==> src/rtl/gate_sequencer_if.sv <==
// gate_sequencer_if
//   Bundles the gate_sequencer handshake and datapath signals.
//   master : upstream loader + multiplier/gate bank side (drives init/cmd/mult_out/res_ready)
//   slave  : gate_sequencer side
//   Vector layout (V = 2*W*2**N): element k real [(2k)*W +: W], imag [(2k+1)*W +: W].
interface gate_sequencer_if #(
    parameter int N     = 2,
    parameter int W     = 8,
    parameter int GID_W = 4
);
    localparam int MAX = 2 ** N;
    localparam int V   = 2 * W * MAX;

    logic             init_valid;
    logic             init_ready;
    logic [V-1:0]     init_state;
    logic             cmd_valid;
    logic             cmd_ready;
    logic [GID_W-1:0] cmd_gid;
    logic             cmd_last;
    logic [GID_W-1:0] gate_sel;
    logic [V-1:0]     mult_state;
    logic [V-1:0]     mult_out;
    logic             res_valid;
    logic             res_ready;
    logic [V-1:0]     res_state;
    logic             busy;
    logic [7:0]       gate_count;

    modport master (
        output init_valid, init_state, cmd_valid, cmd_gid, cmd_last, mult_out, res_ready,
        input  init_ready, cmd_ready, gate_sel, mult_state, res_valid, res_state, busy, gate_count
    );

    modport slave (
        input  init_valid, init_state, cmd_valid, cmd_gid, cmd_last, mult_out, res_ready,
        output init_ready, cmd_ready, gate_sel, mult_state, res_valid, res_state, busy, gate_count
    );
endinterface

==> src/rtl/gate_sequencer.sv <==
// gate_sequencer
//   Applies a queued program of gate IDs to a state vector through an external
//   gate bank / multiplier. Each gate: present gate_sel + mult_state, wait MULT_LAT
//   cycles, copy mult_out into the state register. Final state returned on res_*.
// Ports
//   clk    : system clock
//   reset  : synchronous, active-high
//   bus    : gate_sequencer_if.slave (init_*, cmd_*, gate_sel, mult_*, res_*, busy, gate_count)
//
// state     | meaning
// ----------+------------------------------------------------------------
// S_IDLE    | waiting for init_valid; init_ready=1
// S_ISSUE   | pop next gate (stall here while queue empty)
// S_WAIT    | inputs held to multiplier, down-counter runs MULT_LAT cycles
// S_CAPTURE | state register <= mult_out, gate_count++
// S_DONE    | res_valid=1 until res_ready
module gate_sequencer #(
    parameter int N        = 2,
    parameter int W        = 8,
    parameter int MULT_LAT = 2,
    parameter int QDEPTH   = 8,
    parameter int GID_W    = 4
) (
    input logic             clk,
    input logic             reset,
    gate_sequencer_if.slave bus
);
    localparam int MAX   = 2 ** N;
    localparam int V     = 2 * W * MAX;
    localparam int AW    = $clog2(QDEPTH);
    localparam int CNT_W = (MULT_LAT > 1) ? $clog2(MULT_LAT) : 1;

    typedef enum logic [2:0] {
        S_IDLE,
        S_ISSUE,
        S_WAIT,
        S_CAPTURE,
        S_DONE
    } state_t;

    state_t state, state_nxt;

    logic [V-1:0]     state_reg;
    logic [GID_W-1:0] gate_sel_r;
    logic [V-1:0]     mult_state_r;
    logic [7:0]       gate_count_r;
    logic             last_r;
    logic [CNT_W-1:0] wait_cnt;

    // Gate-ID queue: entries are {gid, last}; pointers carry one extra wrap bit.
    logic [GID_W:0] q_mem [QDEPTH];
    logic [AW:0]    wr_ptr, rd_ptr;
    logic           q_empty, q_full, push, pop;
    logic [GID_W:0] q_head;

    logic load_init, capture;

    assign q_empty = (wr_ptr == rd_ptr);
    assign q_full  = (wr_ptr[AW] != rd_ptr[AW]) && (wr_ptr[AW-1:0] == rd_ptr[AW-1:0]);
    assign push    = bus.cmd_valid && !q_full;
    assign q_head  = q_mem[rd_ptr[AW-1:0]];

    always_ff @(posedge clk) begin
        if (push) begin
            q_mem[wr_ptr[AW-1:0]] <= {bus.cmd_gid, bus.cmd_last};
        end
    end

    always_ff @(posedge clk) begin
        if (reset) begin
            state <= S_IDLE;
        end else begin
            state <= state_nxt;
        end
    end

    always_comb begin
        state_nxt = state;
        pop       = 1'b0;
        load_init = 1'b0;
        capture   = 1'b0;
        case (state)
            S_IDLE: begin
                if (bus.init_valid) begin
                    load_init = 1'b1;
                    state_nxt = S_ISSUE;
                end
            end
            S_ISSUE: begin
                if (!q_empty) begin
                    pop       = 1'b1;
                    state_nxt = S_WAIT;
                end
            end
            S_WAIT: begin
                if (wait_cnt == '0) begin
                    state_nxt = S_CAPTURE;
                end
            end
            S_CAPTURE: begin
                capture   = 1'b1;
                state_nxt = last_r ? S_DONE : S_ISSUE;
            end
            S_DONE: begin
                if (bus.res_ready) begin
                    state_nxt = S_IDLE;
                end
            end
            default: state_nxt = S_IDLE;
        endcase
    end

    always_ff @(posedge clk) begin
        if (reset) begin
            wr_ptr       <= '0;
            rd_ptr       <= '0;
            state_reg    <= '0;
            gate_sel_r   <= '0;
            mult_state_r <= '0;
            gate_count_r <= '0;
            last_r       <= 1'b0;
            wait_cnt     <= '0;
        end else begin
            if (push) begin
                wr_ptr <= wr_ptr + 1'b1;
            end
            if (load_init) begin
                state_reg    <= bus.init_state;
                gate_count_r <= '0;
            end
            if (pop) begin
                rd_ptr       <= rd_ptr + 1'b1;
                gate_sel_r   <= q_head[GID_W:1];
                last_r       <= q_head[0];
                mult_state_r <= state_reg;
                // WAIT spans MULT_LAT cycles: count MULT_LAT-1 down to terminal 0.
                wait_cnt     <= CNT_W'(MULT_LAT - 1);
            end else if (state == S_WAIT && wait_cnt != '0) begin
                wait_cnt <= wait_cnt - 1'b1;
            end
            if (capture) begin
                state_reg <= bus.mult_out;
                if (gate_count_r != 8'hFF) begin
                    gate_count_r <= gate_count_r + 8'd1;
                end
            end
        end
    end

    assign bus.init_ready = (state == S_IDLE);
    assign bus.busy       = (state != S_IDLE);
    assign bus.res_valid  = (state == S_DONE);
    assign bus.cmd_ready  = !q_full;
    assign bus.gate_sel   = gate_sel_r;
    assign bus.mult_state = mult_state_r;
    assign bus.res_state  = state_reg;
    assign bus.gate_count = gate_count_r;
endmodule
==> src/flat_wrapper.sv <==
// flat-port wrapper written by rule: the top's interface ports become plain ports
module gate_sequencer_flat 
#(
    parameter int N        = 2,
    parameter int W        = 8,
    parameter int MULT_LAT = 2,
    parameter int QDEPTH   = 8,
    parameter int GID_W    = 4
)
  (clk, reset, bus_init_valid, bus_init_state, bus_cmd_valid, bus_cmd_gid, bus_cmd_last, bus_mult_out, bus_res_ready, bus_init_ready, bus_cmd_ready, bus_gate_sel, bus_mult_state, bus_res_valid, bus_res_state, bus_busy, bus_gate_count);
  gate_sequencer_if #(.N(N), .W(W), .GID_W(GID_W)) bus_i ();
  input logic clk;
  input logic reset;
  input wire logic [$bits(bus_i.init_valid)-1:0] bus_init_valid;
  input wire logic [$bits(bus_i.init_state)-1:0] bus_init_state;
  input wire logic [$bits(bus_i.cmd_valid)-1:0] bus_cmd_valid;
  input wire logic [$bits(bus_i.cmd_gid)-1:0] bus_cmd_gid;
  input wire logic [$bits(bus_i.cmd_last)-1:0] bus_cmd_last;
  input wire logic [$bits(bus_i.mult_out)-1:0] bus_mult_out;
  input wire logic [$bits(bus_i.res_ready)-1:0] bus_res_ready;
  output wire logic [$bits(bus_i.init_ready)-1:0] bus_init_ready;
  output wire logic [$bits(bus_i.cmd_ready)-1:0] bus_cmd_ready;
  output wire logic [$bits(bus_i.gate_sel)-1:0] bus_gate_sel;
  output wire logic [$bits(bus_i.mult_state)-1:0] bus_mult_state;
  output wire logic [$bits(bus_i.res_valid)-1:0] bus_res_valid;
  output wire logic [$bits(bus_i.res_state)-1:0] bus_res_state;
  output wire logic [$bits(bus_i.busy)-1:0] bus_busy;
  output wire logic [$bits(bus_i.gate_count)-1:0] bus_gate_count;
  assign bus_i.init_valid = bus_init_valid;
  assign bus_i.init_state = bus_init_state;
  assign bus_i.cmd_valid = bus_cmd_valid;
  assign bus_i.cmd_gid = bus_cmd_gid;
  assign bus_i.cmd_last = bus_cmd_last;
  assign bus_i.mult_out = bus_mult_out;
  assign bus_i.res_ready = bus_res_ready;
  assign bus_init_ready = bus_i.init_ready;
  assign bus_cmd_ready = bus_i.cmd_ready;
  assign bus_gate_sel = bus_i.gate_sel;
  assign bus_mult_state = bus_i.mult_state;
  assign bus_res_valid = bus_i.res_valid;
  assign bus_res_state = bus_i.res_state;
  assign bus_busy = bus_i.busy;
  assign bus_gate_count = bus_i.gate_count;
  gate_sequencer #(.N(N), .W(W), .MULT_LAT(MULT_LAT), .QDEPTH(QDEPTH), .GID_W(GID_W)) u_core (.clk(clk), .reset(reset), .bus(bus_i));
endmodule
==> config.mk <==
export PLATFORM = sky130hd
export DESIGN_NAME = gate_sequencer_flat
export DESIGN_NICKNAME = d
export VERILOG_FILES = /design/src/rtl/gate_sequencer_if.sv /design/src/rtl/gate_sequencer.sv /design/src/flat_wrapper.sv
export SDC_FILE = /design/constraint.sdc
export NUM_CORES = 1
export LEC_CHECK = 0
export CAP_MARGIN = 30
export CORE_MARGIN = 2
export CORE_UTILIZATION = 45
export DETAILED_ROUTE_END_ITERATION = 6
export GPL_TIMING_DRIVEN = 0
export PLACE_DENSITY = 0.83
export SKIP_LAST_GASP = 1
export SLEW_MARGIN = 10
export SYNTH_ARGS = -nofsm -noshare
export SYNTH_HDL_FRONTEND = slang
export SYNTH_SLANG_ARGS = --single-unit
==> constraint.sdc <==
create_clock -name clk -period 2.4 [get_ports clk]
set_input_delay 0.48 -clock clk [delete_from_list [all_inputs] [get_ports clk]]
set_output_delay 0.48 -clock clk [all_outputs]
set_load 0.05 [all_outputs]
==> flow_summary.ini <==
[die]
rows = 48
dieArea_sq_um = 19000
die_y_um = 138
fp.dieW_um = 138
pin_count = 282
start_util_pct = 46.3
coreArea_sq_um = 17400

[placement]
dpl_cell_area_sq_um = 11200
dp.cells = 1381
routabilityCongestion = 0.862
io_buffers = 280
place_hpwl_mm = 20.0

[sta]
rsz0062_at_grt = true
finClkSkew_ns = 0.00920
layout_min_cycle_time_ns = 2.35
hold_viol = 0
setup_viol = 0
post-route-period-util_pct = 98.1
worst_slew_pin_slew_ns = 0.878
max_slew_margin_pct = 41.2
fmax_mhz = 425
drv_slew = 0

[flow_run]
drv_cap = 0

[logic_synthesis]
synth_top_family_by_area = compound AO/OA/AOI/OAI gates
post-synth-top-count-cell = dfxtp_1
synthesis.area_sq_um = 8060
synth.largest_area_cell = dfxtp_1
muxShareOfSynthArea_pct = 3.24
synth_seq_cells = 193
synth-simple-area-share_pct = 17.3
yosys.area_share.adder_pct = 0.465
ys_top_cells_by_area = dfxtp_1, edfxtp_1, a311oi_1
syn_inst = 876
synth_common_cells = dfxtp_1, nand2_1, a21oi_1
synth_nets = 1017
yosysUniqueCellTypes = 49
ys_warn_count = 0
ys.flop_type = dfxtp_1
synth.avg_cell_area_sq_um = 9.21
seq_area_frac_synth_pct = 52.9
synth_compound_area_share_pct = 19.4
synth_top_area_share_pct = 38.0
synthXorXnorAreaFrac_pct = 1.18
synth_edf_count = 40
async_flop_share_pct = 0

[global_routing]
grt_max_degree = 23
grt_pass1_vias = 7476
antenna_found_initial = 0
grt.overflow.total = 0
grt_pass1_wl_mm = 40.2
track_usage_pct = 27.8

[detailed_routing]
first_iter_violations = 499
post_drt_wl_per_cell_um = 19.1
dr_total_vias = 7979
firstDrtPassIters = 5
via_per_inst = 5.65
routed_wl_mm = 27.1
drc_errors = 0
drtAntennaViolNets = 0

[cells_and_area]
nets = 1316
syn2layout_area_growth_pct = 46.1
finalInstanceArea_sq_um = 11800
insertedDiodeCount = 0
instances_no_fill = 1413
layout-drive-gt1-share_pct = 8.33

[cts]
cts-root-buf = clkbuf_16
cts-buffers-inserted = 17
cts_max_level = 4
path_clk_slew_ns = 0.08
cts_tree = done
clk_path_buf_depth = 2
clock-sinks = 193
clk_latency_ns = 0.44

[worst_setup_path]
startpoint = u_core.rd_ptr[1]
end_kind = output port
r2r_cells = 6
r2r_start = u_core.wr_ptr[2]
rr_endpoint = u_core.bus.mult_state[41]
required_ns = 1.92
critPathCapture = bus_cmd_ready
critPathMaxStageDelay_ns = 0.54
cp_max_fo = 5
cp-start-kind = register
ff2ff_setup_slack_ns = 0.15
cp_cell_sequence = xor2_2, nor3_1, nand2_1, clkbuf_2
path_class = register to output port
slowest_stage = dfxtp_1
worstPathArrival_ns = 1.87

[power_and_ir_drop]
power_w = 0.00943
p_leak_nw = 4.13
vdd.ir_drop.worst_mv = 0.557
power.density_nw_per_um2 = 801

[min_path]
hold_path.class = register to register
min_from = u_core.bus.mult_state[3]

[outcome]
outcome = complete, no violations
[worst min-delay path by stage]
stage          slack, ns  depth (start not counted)                   endpoint
5_1_grt             0.49                          2  u_core.bus.mult_state[60]
4_1_cts             0.48                          2  u_core.bus.mult_state[48]
6_report            0.48                          2   u_core.bus.mult_state[3]
3_5_place_dp        0.47                          2  u_core.bus.mult_state[37]
3_3_place_gp        0.46                          2  u_core.bus.mult_state[56]
2_1_floorplan       0.45                          2            u_core.wait_cnt
[power breakdown]
part           switching [W]  internal, W
sequential          0.000222      0.00358
clock                0.00146      0.00143
combinational        0.00178     0.000968
total                0.00346      0.00597
[what timing repair did]
action | 4_1_cts | 5_1_grt
hold buffers | 0 | 0
pin swaps | 0 | 1
resized for setup | 8 | 7
setup buffers | 0 | 0
endpoints found under the setup margin | 9 | 13
[metrics by stage]
step	TNS, ns	worst slack [ns]	hold WS [ns]	util [%]
floorplan	0	0.183	0.449	-
global placement	-2.31	-0.0797	0.459	64.0
detailed placement	-3.29	-0.155	0.466	64.0
CTS	-0.217	-0.217	0.476	67.6
global route	-0.0697	-0.0697	0.494	67.6
finish	0	0.0454	0.476	67.6
[worst max-delay path, delay by kind of cell, from the launching register on]
kind	cells	cell delay (ns)
flip-flops	1	0.54
AND/OR/NAND/NOR	2	0.42
buffers and inverters	1	0.27
XOR/XNOR	1	0.21
[cell families (layout without fill, tap and decap cells)]
logic type               after synthesis  in the layout
AND/OR/NAND/NOR                      323            323
AO/OA/AOI/OAI                        245            245
flip-flops                           193            193
buffers and inverters                 92            404
multiplexers                          13             13
XOR/XNOR                               7              7
adder cells (fa/ha/maj)                3              3
[per-layer routing]
metal	part of all wire, %	GRT usage (%)	up-vias
li1	-	-	3761
met1	40	34.9	3776
met2	48	46.2	370
met3	7.4	5.23	72
met4	4.2	13.0	0
met5	0	0	-
[layout by cell type (no fill, tap or decap), types with 3 or more instances in the layout]
cell type          n
a31oi_1            4
inv_1              8
a211oi_1           6
a311oi_1          65
or3_1              3
nand2_1          136
clkinv_8           6
o21ai_0           72
mux4_2             9
nor2b_1            6
clkbuf_1          38
nand4_1            3
buf_4              5
inv_8              3
buf_2             22
clkbuf_2           9
nand3_1           73
clkdlybuf4s50_1  276
buf_6              6
clkbuf_16         17
nand2b_1           4
buf_1              6
nor3_1             3
a21oi_1           86
nor2_1            81
inv_6              4
ha_1               3
edfxtp_1          40
nor3_2             3
dfxtp_1          153
[cell type report]
class | instances | area [sq um]
Tap cell | 225 | 282
Multi-Input combinational cell | 591 | 3380
Fill cell | 1406 | 5640
Clock inverter | 15 | 191
Buffer | 84 | 415
Sequential cell | 193 | 4260
Clock buffer | 17 | 425
Inverter | 8 | 30.0
Timing Repair Buffer | 280 | 2790
(Power assumes the default switching activity.)
